## config.mk

```make
export PLATFORM = sky130hd
export DESIGN_NAME = cac_dec_rr_sched
export DESIGN_NICKNAME = d
export VERILOG_FILES = /design/src/rtl/cac_dec_rr_sched_pkg.sv /design/src/rtl/cac_dec_rr_sched_idp_dec_27.sv /design/src/rtl/cac_dec_rr_sched.sv
export SDC_FILE = /design/constraint.sdc
export NUM_CORES = 1
export LEC_CHECK = 0
export CAP_MARGIN = 20
export CORE_ASPECT_RATIO = 0.8
export CORE_MARGIN = 3
export CORE_UTILIZATION = 35
export CTS_BUF_LIST = sky130_fd_sc_hd__clkbuf_8 sky130_fd_sc_hd__clkbuf_16
export CTS_CLUSTER_SIZE = 14
export DETAILED_ROUTE_END_ITERATION = 10
export MAX_ROUTING_LAYER = met4
export PLACE_DENSITY = 0.63
export SYNTH_ARGS = -nofsm -noshare
export SYNTH_HDL_FRONTEND = slang
export SYNTH_SLANG_ARGS = --single-unit
```

## constraint.sdc

```tcl
create_clock -name clk -period 17.85 [get_ports clk]
set_input_delay 3.57 -clock clk [delete_from_list [all_inputs] [get_ports clk]]
set_output_delay 3.57 -clock clk [all_outputs]
set_load 0.02 [all_outputs]
```

## src/rtl/cac_dec_rr_sched_pkg.sv

```systemverilog
// Shared FNS constants for the 27-bit CAC decoder path: decoded width and
// Fibonacci weight helper.
package cac_dec_rr_sched_pkg;

    // 27-bit codeword width accepted by the shared decoder
    localparam int FNS_CW  = 27;
    // Largest FNS value is F(29)-1 = 514228, which fits in 19 bits
    localparam int IBLEN27 = 19;

    // Weight of codeword bit k: F(k+1) with F(1)=F(2)=1, i.e. 1,1,2,3,5,...
    function automatic logic [IBLEN27-1:0] fns_weight(input int k);
        logic [IBLEN27-1:0] a;
        logic [IBLEN27-1:0] b;
        logic [IBLEN27-1:0] t;
        a = IBLEN27'(1);
        b = IBLEN27'(1);
        for (int i = 0; i < FNS_CW - 1; i++) begin
            if (i < k) begin
                t = a + b;
                a = b;
                b = t;
            end
        end
        return a;
    endfunction

endpackage

```

## src/rtl/cac_dec_rr_sched_idp_dec_27.sv

```systemverilog
// Combinational FNS decoder: weighted sum of the 27 codeword bits.
// Every codeword is decoded; no legality check is made.
module IDP_dec_27
    import cac_dec_rr_sched_pkg::*;
(
    input  logic [FNS_CW-1:0]  codein,
    output logic [IBLEN27-1:0] binout
);

    // Accumulate the Fibonacci weight of every set bit at full width
    always_comb begin
        binout = '0;
        for (int k = 0; k < FNS_CW; k++) begin
            if (codein[k]) binout = binout + fns_weight(k);
        end
    end

endmodule

```

## src/rtl/cac_dec_rr_sched.sv

```systemverilog
// Round-robin front end sharing one FNS CAC decoder among NCH channels.
// Two-stage pipeline: S1 holds the granted codeword, S2 the decoded word.
module cac_dec_rr_sched
    import cac_dec_rr_sched_pkg::*;
#(
    parameter  int NCH  = 4,
    parameter  int CW   = 27,
    localparam int TAGW = $clog2(NCH)
) (
    input  logic                 clk,
    input  logic                 rst_n,
    input  logic [NCH-1:0]       in_valid,
    output logic [NCH-1:0]       in_ready,
    input  logic [NCH*CW-1:0]    in_code,
    output logic                 out_valid,
    input  logic                 out_ready,
    output logic [IBLEN27-1:0]   out_data,
    output logic [TAGW-1:0]      out_ch,
    output logic                 busy
);

    if (CW != FNS_CW) begin : g_bad_cw
        $error("cac_dec_rr_sched: CW must be 27");
    end
    if (NCH < 2 || NCH > 8) begin : g_bad_nch
        $error("cac_dec_rr_sched: NCH must be 2..8");
    end

    // First valid channel at or after ptr, wrapping; MSB flags any request
    function automatic logic [TAGW:0] rr_pick(input logic [NCH-1:0] v,
                                              input logic [TAGW-1:0] ptr);
        logic [TAGW:0] r;
        int            idx;
        r = '0;
        // Scan farthest offset first so the nearest requester wins
        for (int k = NCH - 1; k >= 0; k--) begin
            idx = (int'(ptr) + k) % NCH;
            if (v[idx]) r = {1'b1, TAGW'(idx)};
        end
        return r;
    endfunction

    logic                s1_v_q, s1_v_d;
    logic [CW-1:0]       s1_code_q, s1_code_d;
    logic [TAGW-1:0]     s1_tag_q, s1_tag_d;
    logic                s2_v_q, s2_v_d;
    logic [IBLEN27-1:0]  s2_data_q, s2_data_d;
    logic [TAGW-1:0]     s2_tag_q, s2_tag_d;
    logic [TAGW-1:0]     rr_ptr_q, rr_ptr_d;

    logic [TAGW:0]       pick;
    logic                any_req;
    logic [TAGW-1:0]     gnt;
    logic [CW-1:0]       gnt_code;
    logic                adv1, adv2, xfer;
    logic [IBLEN27-1:0]  dec_out;

    // Arbitration, stage-advance terms and the granted channel's codeword
    always_comb begin
        pick     = rr_pick(in_valid, rr_ptr_q);
        any_req  = pick[TAGW];
        gnt      = pick[TAGW-1:0];
        adv2     = !s2_v_q || out_ready;
        adv1     = !s1_v_q || adv2;
        xfer     = adv1 && rst_n && any_req;
        in_ready = '0;
        if (xfer) in_ready[gnt] = 1'b1;
        gnt_code = '0;
        for (int i = 0; i < NCH; i++) begin
            if (gnt == TAGW'(i)) gnt_code = in_code[i*CW +: CW];
        end
    end

    IDP_dec_27 u_dec (
        .codein (s1_code_q),
        .binout (dec_out)
    );

    // Next state: S1 loads on a transfer, S2 loads from S1 when it may advance
    always_comb begin
        s1_v_d    = s1_v_q;
        s1_code_d = s1_code_q;
        s1_tag_d  = s1_tag_q;
        s2_v_d    = s2_v_q;
        s2_data_d = s2_data_q;
        s2_tag_d  = s2_tag_q;
        rr_ptr_d  = rr_ptr_q;
        if (adv1) s1_v_d = xfer;
        if (xfer) begin
            s1_code_d = gnt_code;
            s1_tag_d  = gnt;
            rr_ptr_d  = (gnt == TAGW'(NCH - 1)) ? '0 : gnt + 1'b1;
        end
        if (adv2) begin
            s2_v_d = s1_v_q;
            // Keep the last word on the outputs while the pipe is draining empty
            if (s1_v_q) begin
                s2_data_d = dec_out;
                s2_tag_d  = s1_tag_q;
            end
        end
    end

    // Pipeline and pointer registers; reset drops anything in flight
    always_ff @(posedge clk) begin
        if (!rst_n) begin
            s1_v_q    <= 1'b0;
            s1_code_q <= '0;
            s1_tag_q  <= '0;
            s2_v_q    <= 1'b0;
            s2_data_q <= '0;
            s2_tag_q  <= '0;
            rr_ptr_q  <= '0;
        end else begin
            s1_v_q    <= s1_v_d;
            s1_code_q <= s1_code_d;
            s1_tag_q  <= s1_tag_d;
            s2_v_q    <= s2_v_d;
            s2_data_q <= s2_data_d;
            s2_tag_q  <= s2_tag_d;
            rr_ptr_q  <= rr_ptr_d;
        end
    end

    assign out_valid = s2_v_q;
    assign out_data  = s2_data_q;
    assign out_ch    = s2_tag_q;
    assign busy      = s1_v_q | s2_v_q;

endmodule
```

# Word-level counts from Yosys, hierarchy flattened
# Cells that the tools add are included.
word_totals:
  regBits: 54
  latchBits: 0
  ram_bits: 0
  mem_bits_ro: 0
  input_bits: 115
  word_cells: 1038
  n_memories: 0
classes:
  n_addsub: 330
  n_mul: 0
  n_div: 0
  magnitude_cmp: 6
  n_eq_ne: 3
  shift: 0
  muxes: 676
  bitwise_logic: 4
  n_reduce_logical: 12
op_table:
  columns: ["operator", "count"]
  rows:
  - ["19-bit two-way mux", 652]
  - ["19-bit adder", 325]
  - ["27-bit two-way mux", 4]
  - ["1-bit by 19-bit adder with 19-bit output", 1]
  - ["3-bit by 4-bit < comparator with 1-bit output, second input constant", 3]
  - ["3-bit two-way mux", 4]
  - ["1-bit two-way mux", 9]
  - ["1-bit binary-select mux with 2-bit select", 4]
  - ["2-bit by 3-bit < comparator with 1-bit output, second input constant", 2]
  - ["2-bit OR reduction", 3]
  - ["2-bit by 1-bit adder with 2-bit output, second input constant", 2]
  - ["2-bit adder, second input constant", 2]
  - ["2-bit equality test, second input constant", 2]
  - ["4-bit two-way mux", 1]
  - ["1-bit bitwise AND, first input constant", 3]
  - ["1-bit logical AND", 3]
  - ["1-bit demux with 2-bit select", 1]
  - ["2-bit by 1-bit equality test with 1-bit output, second input constant", 1]
  - ["2-bit by 1-bit greater-or-equal comparator with 1-bit output, second input constant", 1]
  - ["1-bit zero test", 2]
  - ["2-bit zero test", 1]
  - ["1-bit logical OR", 2]
  - ["2-bit two-way mux", 1]
  - ["2-bit AND reduction", 1]
  - ["1-bit bitwise OR", 1]

# Logic depth before layout (Yosys ltp)
# Gate-level depths: netlist of the first run.
depth:
  word_depth: 53
  depth_mapped: 67

# By module
# A second synthesis of the first run with hierarchy kept.
unflattened:
  cells_unflattened: 1381
  area_unflattened_um2: 10720.3
by_module_without_submodules:
  columns: ["mod", "instances", "cells_per_inst", "area_per_inst_um2", "seq_area_each_um2"]
  rows:
  - ["IDP_dec_27", 1, 1062, 7905.1, 0.0]
  - ["cac_dec_rr_sched", 1, 319, 2815.2, 1081.0]

# Worst setup path after synthesis of the first run
# OpenSTA, ideal clock, no wires.
synth_timing:
  path_type: "register -> register"
  from: "reg s1_code_q[0]"
  to: "reg s2_data_q[17], in the netlist out_data[17]"
  setup_ns: 0.070
  arrival_ns: 13.194
  path_slack_ns: 4.586
  stages_incl_launch_ff: 62
  n_path_buf: 0
  path_cell_list: "dfxtp_1 > ha_1 > xor2_1 > inv_1 > ha_1 > inv_1 > mux4_2 > o31a_1 > ha_1 > nand2_1 > o311ai_4 > ha_1 > nand2b_1 > o21a_1 > xnor2_1 > ha_1 > nor2_1 > nor2_1 > [26 not listed] > nand2_1 > a31oi_1 > xor3_2 > xor2_2 > o41ai_1 > mux2i_1 > or4_4 > or2_4 > a211oi_4 > xnor2_2 > o21ai_2 > o32a_1 > and4_1 > or4b_1 > a32oi_1 > xnor2_1 > nand2_1 > a21boi_1"
synth_between:
  elab_chain_cells: 53
synth_rtl:
  columns: ["element", "line_no", "rtl"]
  rows:
  - ["start: declaration", "cac_dec_rr_sched.sv:44", "logic [CW-1:0] s1_code_q, s1_code_d;"]
  - ["start signal: assignment", "cac_dec_rr_sched.sv:116", "s1_code_q <= s1_code_d;"]
  - ["1-bit two-way mux *", "cac_dec_rr_sched_idp_dec_27.sv:14", "if (codein[k]) binout = binout + fns_weight(k);"]
  - ["1-bit by 19-bit adder with 19-bit output", "cac_dec_rr_sched_idp_dec_27.sv:14", null]
  - ["19-bit two-way mux *", "cac_dec_rr_sched_idp_dec_27.sv:14", null]
  - ["19-bit adder", "cac_dec_rr_sched_idp_dec_27.sv:14", null]
  - ["19-bit two-way mux *", "cac_dec_rr_sched_idp_dec_27.sv:14", null]
  - ["19-bit adder", "cac_dec_rr_sched_idp_dec_27.sv:14", null]
  - ["19-bit two-way mux *", "cac_dec_rr_sched_idp_dec_27.sv:14", null]
  - ["19-bit adder", "cac_dec_rr_sched_idp_dec_27.sv:14", null]
  - ["[37 not listed]", null, null]
  - ["19-bit adder", "cac_dec_rr_sched_idp_dec_27.sv:14", null]
  - ["19-bit two-way mux *", "cac_dec_rr_sched_idp_dec_27.sv:14", null]
  - ["19-bit adder", "cac_dec_rr_sched_idp_dec_27.sv:14", null]
  - ["19-bit two-way mux *", "cac_dec_rr_sched_idp_dec_27.sv:14", null]
  - ["19-bit adder", "cac_dec_rr_sched_idp_dec_27.sv:14", null]
  - ["19-bit two-way mux *", "cac_dec_rr_sched_idp_dec_27.sv:14", null]
  - ["19-bit adder", "cac_dec_rr_sched_idp_dec_27.sv:14", null]
  - ["19-bit two-way mux *", "cac_dec_rr_sched_idp_dec_27.sv:14", null]
  - ["end signal: assignment", "cac_dec_rr_sched.sv:119", "s2_data_q <= s2_data_d;"]
  - ["end: declaration", "cac_dec_rr_sched.sv:47", "logic [IBLEN27-1:0] s2_data_q, s2_data_d;"]
# Every way passes the cells marked *; elsewhere a longest branch is shown, timed or not.
# A chain may end at the register's enable or synchronous reset.

# Worst setup path after layout of the first run
# Ends and elaborated chain as after synthesis.

==> impl_metrics.env, run 1 <==
export IMPL_outcome="completed"
export IMPL_grt_max_degree=57
export IMPL_post_cts_repair_setup_buffers=0
export IMPL_worst_slew_pin_slew_ns=0.991
export IMPL_clock_sinks=54
export IMPL_antenna_found_initial=0
export IMPL_cp_max_fo=11
export IMPL_vias=10565
export IMPL_ff2ff_setup_slack_ns=2.92
export IMPL_cts_root_buffer="clkbuf_16"
export IMPL_numCtsBuffers=5
export IMPL_floorplan_initialDensity_pct=36.2
export IMPL_ys_seq_area_share_pct=10.0
export IMPL_avgSynthCellArea_um2=7.50
export IMPL_cts_clk_slew_worst_paths_ns=0.08
export IMPL_die_h_um=163
export IMPL_cp_required_ns=18.08
export IMPL_hold_viol_final=0
export IMPL_wire_per_inst_um=15.3
export IMPL_dieArea_um2=33000
export IMPL_netlist_area_um2=10800
export IMPL_track_usage_pct=17.9
export IMPL_grt_pass1_wl_um=49000
export IMPL_cts_max_path_buffers=2
export IMPL_async_flop_share_pct=0
export IMPL_layout_drive_gt1_share_pct=7.91
export IMPL_utilization_pct=42.2
export IMPL_critPathArrivalTime_ns=15.16
export IMPL_drt_iter0_drc=704
export IMPL_place_hpwl_um=23700
export IMPL_min_path_type="register to register"
export IMPL_synth_edf_count=0
export IMPL_area_growth_pct=16.7
export IMPL_drv_slew=0
export IMPL_h_tree_depth=2
export IMPL_yosysWarnings=0
export IMPL_finalWirelength_um=29500
export IMPL_relSlewSlack_pct=33.9
export IMPL_io_buffers=141
export IMPL_slowest_stage="or4b_1"
export IMPL_critPathMostFrequentCell="ha_1"
export IMPL_remaining_drc_errors=0
export IMPL_synthesis_instances=1439
export IMPL_ys_flop_type="dfxtp_1"
export IMPL_cts_hold_buf=0
export IMPL_rows=56
export IMPL_cp_slowest_stage_delay_ns=0.57
export IMPL_place_gp_congestion=0.895
export IMPL_timing_final_setup_violations=0
export IMPL_crit_type="register to register"
export IMPL_insertion_delay_ns=0.31
export IMPL_rsz0062_at_grt="false"
export IMPL_min_period_ns=14.93
export IMPL_cts_tree="yes"
export IMPL_overflow=0
export IMPL_drv_cap=0
export IMPL_synth_fp_nets=1584
export IMPL_first_global_vias=9878
export IMPL_final_net_count=1663
export IMPL_fmax_ghz=0.0670
export IMPL_ys_types=116
export IMPL_antenna_cells=0
export IMPL_finalCritPeriodShare_pct=83.6
export IMPL_ctsResizeCount=0
export IMPL_avgViaCountPerCell=5.49
export IMPL_yosys_register_bits=54
export IMPL_startpoint_type="register"
export IMPL_io_pin_count=142
export IMPL_fin_skew_ns=0.0114
export IMPL_core_area_um2=29800
export IMPL_tns_ns=0
export IMPL_die_w_um=202
export IMPL_end_kind="register"
export IMPL_antenna_left=0
export IMPL_firstDrtPassIters=5
==> stage by stage <==
step / cell area, um2 / hold WS (ns) / worst slack, ns / cells
after detailed placement: 12400 / 0.449 / 3.01 / 1916
after floorplan: 10800 / 0.441 / 4.59 / 1439
final: 12600 / 0.460 / 2.92 / 1923
after CTS: 12600 / 0.462 / 2.91 / 1922
after global placement: 12400 / 0.443 / 3.45 / 1916
after global routing: 12600 / 0.489 / 1.50 / 1923
==> area by class of cell <==
cell class / count / area (um2)
fillers: 3060 / 17300
multi-input cells: 1266 / 9250
flip-flops and latches: 54 / 1080
repair buffers: 145 / 1440
well taps: 406 / 508
clock buffers: 6 / 139
inverters: 46 / 173
==> state kept, by name (all words and copies together), names as in the netlist <==
signal	flops
s1_code_q	27
out_valid	1
s1_v_q	1
s1_tag_q	2
out_data	19
out_ch	2
rr_ptr_q	2
==> layer usage <==
layer | part of all wire [%] | global-route usage, % | vias to the layer above
met2 | 44 | 28.4 | 206
met1 | 51 | 25.4 | 4935
met5 | 0 | - | -
met3 | 3.9 | 1.89 | 15
li1 | - | - | 5409
met4 | 0.70 | 2.17 | 0
==> layout by cell type, fill, tap and decap left out, drive strengths merged, types with 15 or more instances in the layout <==
cell type / synthesis / routed
a211oi: 16 / 16
a21o: 15 / 15
a21oi: 77 / 77
a22oi: 37 / 37
a31oi: 16 / 16
and2: 33 / 33
and3: 18 / 18
clkdlybuf4s50: 0 / 140
dfxtp: 54 / 54
ha: 30 / 30
inv: 43 / 43
nand2: 185 / 185
nand2b: 21 / 21
nand3: 51 / 51
nor2: 132 / 132
nor2b: 18 / 18
nor3: 24 / 24
o211a: 37 / 37
o211ai: 44 / 44
o21ai: 84 / 84
xnor2: 116 / 116
xnor3: 17 / 17
xor2: 78 / 78
==> worst paths after layout <==
check	startpoint	cells after the start	to
worst max register to register	s1_code_q[0]	60	out_data[17]
worst max-delay path	s1_code_q[0]	60	out_data[17]
worst min-delay path	out_data[17]	2	out_data[17]
worst min register to register	out_data[17]	2	out_data[17]
==> Yosys cell counts, types with 7 or more instances <==
master / count / area, um2
nand2_1: 185 / 694
a21o_1: 15 / 113
a22oi_1: 36 / 270
xnor3_1: 14 / 315
nor2b_1: 18 / 113
nand3_1: 48 / 240
o21a_1: 9 / 67.6
o21ai_1: 19 / 95.1
buf_2: 7 / 35.0
ha_1: 30 / 375
a211oi_1: 13 / 97.6
o211ai_1: 42 / 315
or3_1: 10 / 62.6
nor2_1: 130 / 488
xnor2_2: 15 / 244
o31ai_1: 11 / 82.6
and3_1: 16 / 100
xor2_1: 68 / 596
clkbuf_1: 60 / 225
o22ai_1: 7 / 43.8
a31oi_1: 16 / 100
nand2b_1: 21 / 131
mux2i_1: 14 / 140
xor3_1: 7 / 166
a21oi_1: 72 / 360
inv_1: 43 / 161
dfxtp_1: 54 / 1080
nand4_1: 13 / 81.3
and2_1: 32 / 200
xor2_2: 9 / 146
nor3_1: 23 / 115
o211a_1: 37 / 370
mux2_2: 8 / 90.1
o21ai_0: 60 / 300
nor3b_1: 7 / 52.6
xnor2_1: 96 / 841
nor4_1: 7 / 43.8
==> worst max-delay path: cells and delay by family (launching register included) <==
family                     cells  cell delay [ns]
muxes                          3             1.15
AOI/OAI and AO/OA             16             3.92
xor gates and xnor gates       8             2.26
DFF                            1             0.37
adders and majority gates      9             2.64
and+or+nand+nor               22             4.36
buffers and inverters          2             0.13
==> cell families (layout without fill, tap and decap cells) <==
| logic type | count (synthesis) | after routing | synth area share (%) |
|---|---|---|---|
| simple gates | 555 | 555 | 25.2 |
| xor+xnor | 221 | 221 | 24.3 |
| flops | 54 | 54 | 10.0 |
| buf+inv | 119 | 197 | 4.36 |
| compound gates | 435 | 435 | 30.1 |
| mux | 24 | 24 | 2.48 |
| fa+ha+maj | 31 | 31 | 3.57 |
Power of run 1 is left out: the tool's default activity adds up to more than one toggle a clock period on the data nets, which glitch-free logic cannot reach.
==> run 2: changes to the inputs <==
clock period = 14.6 ns   (was 17.85 ns; I/O delays follow)
==> impl_metrics.env, run 2 (synthesized netlist as in run 1, its figures left out) <==
export IMPL_reg2reg_to="out_data[17]"
export IMPL_ff2ff_setup_slack_ns=0.90
export IMPL_numCtsBuffers=5
export IMPL_layout_drive_gt1_share_pct=13.3
export IMPL_cp_max_fo=8
export IMPL_critPathArrivalTime_ns=13.95
export IMPL_drt_iter0_drc=773
export IMPL_outcome="completed"
export IMPL_fill_cells=3053
export IMPL_finalCritPeriodShare_pct=93.9
export IMPL_avgViaCountPerCell=5.46
export IMPL_final_net_count=1691
export IMPL_tns_ns=0
export IMPL_reg2reg_from="s1_code_q[0]"
export IMPL_area_growth_pct=22.5
export IMPL_crit_cells=56
export IMPL_io_pin_count=142
export IMPL_cp_slowest_stage_delay_ns=0.58
export IMPL_min_path_type="register to register"
export IMPL_place_gp_congestion=0.889
export IMPL_antenna_left=0
export IMPL_wire_per_inst_um=15.6
export IMPL_startpoint_type="register"
export IMPL_cts_root_buffer="clkbuf_16"
export IMPL_drv_slew=0
export IMPL_core_area_um2=29800
export IMPL_cts_tree="yes"
export IMPL_multi_input_area_um2=9660
export IMPL_crit_start="s1_code_q[0]"
export IMPL_fin_skew_ns=0.0101
export IMPL_cts_max_path_buffers=2
export IMPL_cp_required_ns=14.85
export IMPL_cts_clk_slew_worst_paths_ns=0.08
export IMPL_timing_final_setup_violations=0
export IMPL_h_tree_depth=2
export IMPL_min_period_ns=13.70
export IMPL_worst_slew_pin_slew_ns=0.995
export IMPL_layout_common_cells="nand2_1, clkdlybuf4s50_1, nor2_1"
export IMPL_top_register="s1_code_q"
export IMPL_crit_type="register to register"
export IMPL_finalWirelength_um=30400
export IMPL_overflow=0
export IMPL_end_kind="register"
export IMPL_grt_pass1_wl_um=49500
export IMPL_fmax_ghz=0.0730
export IMPL_relSlewSlack_pct=33.7
export IMPL_dieArea_um2=33000
export IMPL_critPathMostFrequentCell="nand2_1"
export IMPL_ff2ff_path_depth=56
export IMPL_hold_viol_final=0
export IMPL_cts_hold_buf=0
export IMPL_floorplan_initialDensity_pct=36.2
export IMPL_final_common_cell="nand2_1"
export IMPL_vias=10668
export IMPL_critical_path_buf_inv_count=2
export IMPL_firstDrtPassIters=5
export IMPL_first_global_vias=10014
export IMPL_holdWs_ns=0.462
export IMPL_crit_end="out_data[17]"
export IMPL_largest_register_ffs=27
export IMPL_io_buffers=141
export IMPL_die_w_um=202
export IMPL_antenna_found_initial=0
export IMPL_place_hpwl_um=23900
export IMPL_seq_area_um2=1080
export IMPL_die_h_um=163
export IMPL_insertion_delay_ns=0.31
export IMPL_drv_cap=0
export IMPL_remaining_drc_errors=0
export IMPL_slowest_stage="or4b_1"
export IMPL_rows=56
export IMPL_antenna_cells=0
export IMPL_clock_sinks=54
export IMPL_critical_path_top_delay_family="simple AND/OR/NAND/NOR gates"
export IMPL_track_usage_pct=18.0
export IMPL_grt_max_degree=57
[run 2: final cells by class]
| class | count | area share (%) |
|---|---|---|
| repair buffers | 172 | 12.4 |
| flip-flops and latches | 54 | 8.20 |
| well taps | 406 | 3.84 |
| clock inverters | 3 | 0.189 |
| inverters | 46 | 1.31 |
| clock buffers | 5 | 0.946 |
| multi-input cells | 1267 | 73.1 |
[run 2: layer usage]
metal	GRT usage (%)	vias up	routed length, um
li1	-	5442	-
met2	28.2	211	13200
met3	2.05	24	1180
met1	25.5	4991	15600
met5	-	-	0
met4	3.05	0	348
[run 2: through the flow]
stage               setup slack, ns  utilization, %  cells  area [um2]
floorplan                      1.34               -   1439       10800
global placement              0.340            41.8   1921       12500
detailed placement          0.00335            41.8   1921       12500
CTS                         0.00490            42.4   1929       12600
global route                -0.0913            44.3   1953       13200
finish                        0.895            44.3   1953       13200
[run 2: how the worst min path moves through the flow]
| stage | from | end | slack (ns) | cells past startpoint |
|---|---|---|---|---|
| 6_report | out_data[17] | out_data[17] | 0.46 | 2 |
| 5_1_grt | s1_tag_q[0] | out_ch[0] | 0.49 | 2 |
| 4_1_cts | out_data[17] | out_data[17] | 0.47 | 2 |
| 3_5_place_dp | out_data[17] | out_data[17] | 0.45 | 2 |
| 3_3_place_gp | out_ch[0] | out_ch[0] | 0.46 | 2 |
| 2_1_floorplan | s1_tag_q[0] | out_ch[0] | 0.44 | 2 |
[run 2: what timing repair did]
| action | CTS | global route |
|---|---|---|
| gates cloned | 0 | 1 |
| resized for setup | 2 | 67 |
| pin swaps | 0 | 17 |
| hold endpoints to repair | 0 | 0 |
| buffers inserted | 0 | 22 |
| endpoints found under the setup margin | 3 | 11 |
[run 2: tightest hold or removal path, stage by stage, from the launching register on]
cell and delay, ns:
dfxtp_1 0.32, nand2_1 0.05, a21boi_1 0.05
Power of run 2 is left out for the same reason.
==> edit 1: new RTL, settings of run 1 <==
Change the package constant `IBLEN27` from 19 to 38.
--- a/src/rtl/cac_dec_rr_sched_pkg.sv
+++ b/src/rtl/cac_dec_rr_sched_pkg.sv
@@ -6,5 +6,5 @@
     localparam int FNS_CW  = 27;
     // Largest FNS value is F(29)-1 = 514228, which fits in 19 bits
-    localparam int IBLEN27 = 19;
+    localparam int IBLEN27 = 38;
 
     // Weight of codeword bit k: F(k+1) with F(1)=F(2)=1, i.e. 1,1,2,3,5,...
Ports: changed (resized out_data); port bits go from 142 to 161. No check against the original RTL was run, so the function may have changed too.
==> edit 1 against run 1 <==
First-iteration DRC count fell by 4.0%. Routed wire length up 7.8%. Critical path depth up 7. Setup slack worse by 0.22 ns. Cell count is 5.1% higher. Sequential cell count up 8. Final area rose by 6.1%. Synthesized area grew 5.0%. Largest cell class unchanged.
Power is left out: the tool's default activity adds up to more than one toggle a clock period on the data nets, which glitch-free logic cannot reach.
==> edit 1: results (changes against run 1) <==
Num CTS Buffers=9 (was 5); hold path start=out_data[2] (was out_data[17]); largest net degree at the start of global routing=65 (was 57); wire per inst=15.7 µm (was 15.3 µm); H-tree Lvls=3 (was 2); Slew headroom=33.8% (was 33.9%); r2r endpoint=out_data[18] (was out_data[17]); most frequent cells after synthesis=nand2_1, nor2_1, xnor2_1 (unchanged); synth warn=0 (unchanged); final hold viol count=0 (unchanged); grt met2 use=27.9% (was 28.4%); initial antenna violation count=0 (unchanged); Mapped Avg Cell Area=7.52 µm² (was 7.50 µm²); reg-to-reg slack, setup=2.71 ns (was 2.92 ns); Cell variety after synth=117 (was 116); Placer Congestion=0.844 (was 0.895); crit path max fanout=7 (was 11); Clk Latency, worst-skew pair=0.35 ns (was 0.31 ns); Reg clk slew, reported paths=0.06 ns (was 0.08 ns); Synth Area in XOR/XNOR=23.0% (was 24.3%); Async SR Flop Fraction=0% (unchanged); CTS root buf=clkbuf_16 (unchanged); Post-Synth Adder-Cell Area=3.42% (was 3.57%); register area share after synthesis=11.0% (was 10.0%); first-pass GRT wire length=52.8 mm (was 49.0 mm); RR Startpoint=s1_code_q[0] (unchanged); CP max stage delay=0.53 ns (was 0.57 ns); Layout fillers=3298 (was 3060); IO Port Bufs=149 (was 141); core box area=31600 µm² (was 29800 µm²); met1 Use GR=26.0% (was 25.4%); placed insts=2004 (was 1916); FF-to-FF path depth=67 (was 60); family with the most delay on the worst path=adder cells (was simple AND/OR/NAND/NOR gates); multiplexer area fraction after synthesis=3.01% (was 2.48%); vias in the first global route=10500 (was 9878); GR Util met3=2.15% (was 1.89%); fin nets=1743 (was 1663); initial detailed-routing violation count=676 (was 704); Worst Hold Endpoint=out_data[2] (was out_data[17]); Synth Area in Compound Gates=28.5% (was 30.1%); routed wire length=31.8 mm (was 29.5 mm); share of cells above drive strength 1=7.24% (was 7.91%); largest cells by area after synthesis=dfxtp_1, xnor2_1, nand2_1 (unchanged); hold slack=0.471 ns (was 0.460 ns); clk_skew=0.0129 ns (was 0.0114 ns); HPWL after DPL=25.2 mm (was 23.7 mm); routed vias/inst=5.48 (was 5.49); Tot GR Track Use=18.2% (was 17.9%); post_cts resized=0 (unchanged); status=completed (unchanged)
edit 1: cell count changes after synthesis, moves of 8 or more:
cell     before  now
mux2i_1      14   24
buf_4         2   12
inv_1        43   59
and3_1       16   27
nand4_1      13   22
xnor2_1      96  110
nand2_1     185  172
xor2_1       68   55
nand3_1      48   39
dfxtp_1      54   62
edit 1: cell type report:
cell class	instances	area (µm²)	area share [%]
clock buffers	9	225	1.69
clock inverters	7	57.6	0.431
inverters	60	225	1.69
multi-input cells	1311	9540	71.4
flip-flops and latches	62	1240	9.29
well taps	420	526	3.93
repair buffers	153	1540	11.6
edit 1: layer usage:
| metal | vias to the layer above | share of wire (%) |
|---|---|---|
| met1 | 5178 | 52 |
| met3 | 29 | 4.0 |
| met5 | - | 0 |
| met2 | 225 | 43 |
| li1 | 5643 | - |
| met4 | 0 | 1.0 |
edit 1: kinds of logic after synthesis:
logic type	count (synthesis)
flip-flops	62
adder cells (fa/ha/maj)	31
XOR/XNOR	221
multiplexers	31
other	1
AO/OA/AOI/OAI	439
buffers and inverters	144
AND/OR/NAND/NOR	578
edit 1: how the worst max path moves through the flow:
stage	startpoint	to	depth (start not counted)
floorplan	s1_code_q[0]	out_data[18]	67
global placement	s1_code_q[0]	out_data[17]	54
detailed placement	s1_code_q[0]	out_data[18]	67
CTS	s1_code_q[0]	out_data[17]	67
global route	s1_code_q[0]	out_data[17]	69
finish	s1_code_q[0]	out_data[18]	67
edit 1: through the flow:
| stage | setup WS (ns) | instance area, µm² |
|---|---|---|
| global placement | 3.08 | 13000 |
| finish | 2.71 | 13400 |
| global route | 1.25 | 13400 |
| detailed placement | 2.79 | 13000 |
| floorplan | 4.29 | 11400 |
| CTS | 2.73 | 13300 |
==> edit 2: new RTL, config.mk and constraints of run 1 <==
Without the edit above. Make the reset (`rst_n`) asynchronous in one clocked block.
--- a/src/rtl/cac_dec_rr_sched.sv
+++ b/src/rtl/cac_dec_rr_sched.sv
@@ -103,5 +103,5 @@
 
     // Pipeline and pointer registers; reset drops anything in flight
-    always_ff @(posedge clk) begin
+    always_ff @(posedge clk or negedge rst_n) begin
         if (!rst_n) begin
             s1_v_q    <= 1'b0;
Function: not settled (the Yosys comparison gave no result); the edit may change what the design does.
==> edit 2 against run 1 <==
Sequential cell count stayed put. Synthesized area is 1.7% higher. Setup slack worse by 0.28 ns. Routed wire length is 4.3% higher. Critical path depth is 7 higher. First-iteration DRC count is 7.8% higher. Count of clock-buffer cells in the layout is 1 lower. Final area is 2.2% higher. Critical path type unchanged. Largest cell class unchanged. Highest routed layer unchanged.
Power is left out: the tool's default activity adds up to more than one toggle a clock period on the data nets, which glitch-free logic cannot reach.
==> edit 2: results (changes against run 1) <==
status=completed (unchanged); Non-CTS buffers=148 (was 145); Worst Hold Endpoint=out_data[13] (was out_data[17]); clock buffer count=5 (was 6); hold slack=0.488 ns (was 0.460 ns); Synth Area in Compound Gates=27.7% (was 30.1%); Synth Flop Type=dfrtp_1 (was dfxtp_1); RR Startpoint=s1_code_q[0] (unchanged); largest net degree at the start of global routing=56 (was 57); comb_multi_in=1280 (was 1266); Slew headroom=34.5% (was 33.9%); Post-Synth Adder-Cell Area=3.51% (was 3.57%); post-route setup slack=2.64 ns (was 2.92 ns); multi-input logic portion of the cell area=71.2% (was 73.4%); FF-to-FF path depth=67 (was 60); Slowest-stage cell, CP=or4b_4 (was or4b_1); Post-Layout Cell Count=1953 (was 1923); multiplexer area fraction after synthesis=3.76% (was 2.48%); initial detailed-routing violation count=759 (was 704); most frequent cells after synthesis=nand2_1, nor2_1, o21ai_0 (was nand2_1, nor2_1, xnor2_1); Placer Congestion=0.863 (was 0.895); Cell variety after synth=115 (was 116); r2r endpoint=out_data[17] (unchanged); first-pass GRT wire length=50.6 mm (was 49.0 mm); Post-Synthesis Net Count=1598 (was 1584); hold path start=out_data[13] (was out_data[17]); placed insts=1944 (was 1916); Layout fillers=3106 (was 3060); wire per inst=15.7 µm (was 15.3 µm); Synth Area in XOR/XNOR=23.7% (was 24.3%); crit path capture=out_data[17] (unchanged); Tot GR Track Use=18.4% (was 17.9%)
[edit 2: cell types whose count changed after synthesis, sizes merged, moves of 7 or more]
cell    before  now
nand3       51   30
dfrtp        0   54
a21boi       4   11
o21ai       84  129
o211ai      44   16
dfxtp       54    0
nor2       132  140
clkbuf      60   51
a21oi       77   94
o211a       37    3
mux2i       14   24
[edit 2: per-layer routing]
| layer | up-vias | global-route usage [%] | share of wire (%) | wire length (µm) |
|---|---|---|---|---|
| met5 | - | - | 0 | 0 |
| met4 | 0 | 3.09 | 1.3 | 401 |
| met3 | 26 | 1.97 | 4.7 | 1450 |
| met2 | 240 | 29.0 | 44 | 13400 |
| met1 | 5047 | 26.0 | 50 | 15500 |
| li1 | 5384 | - | - | - |
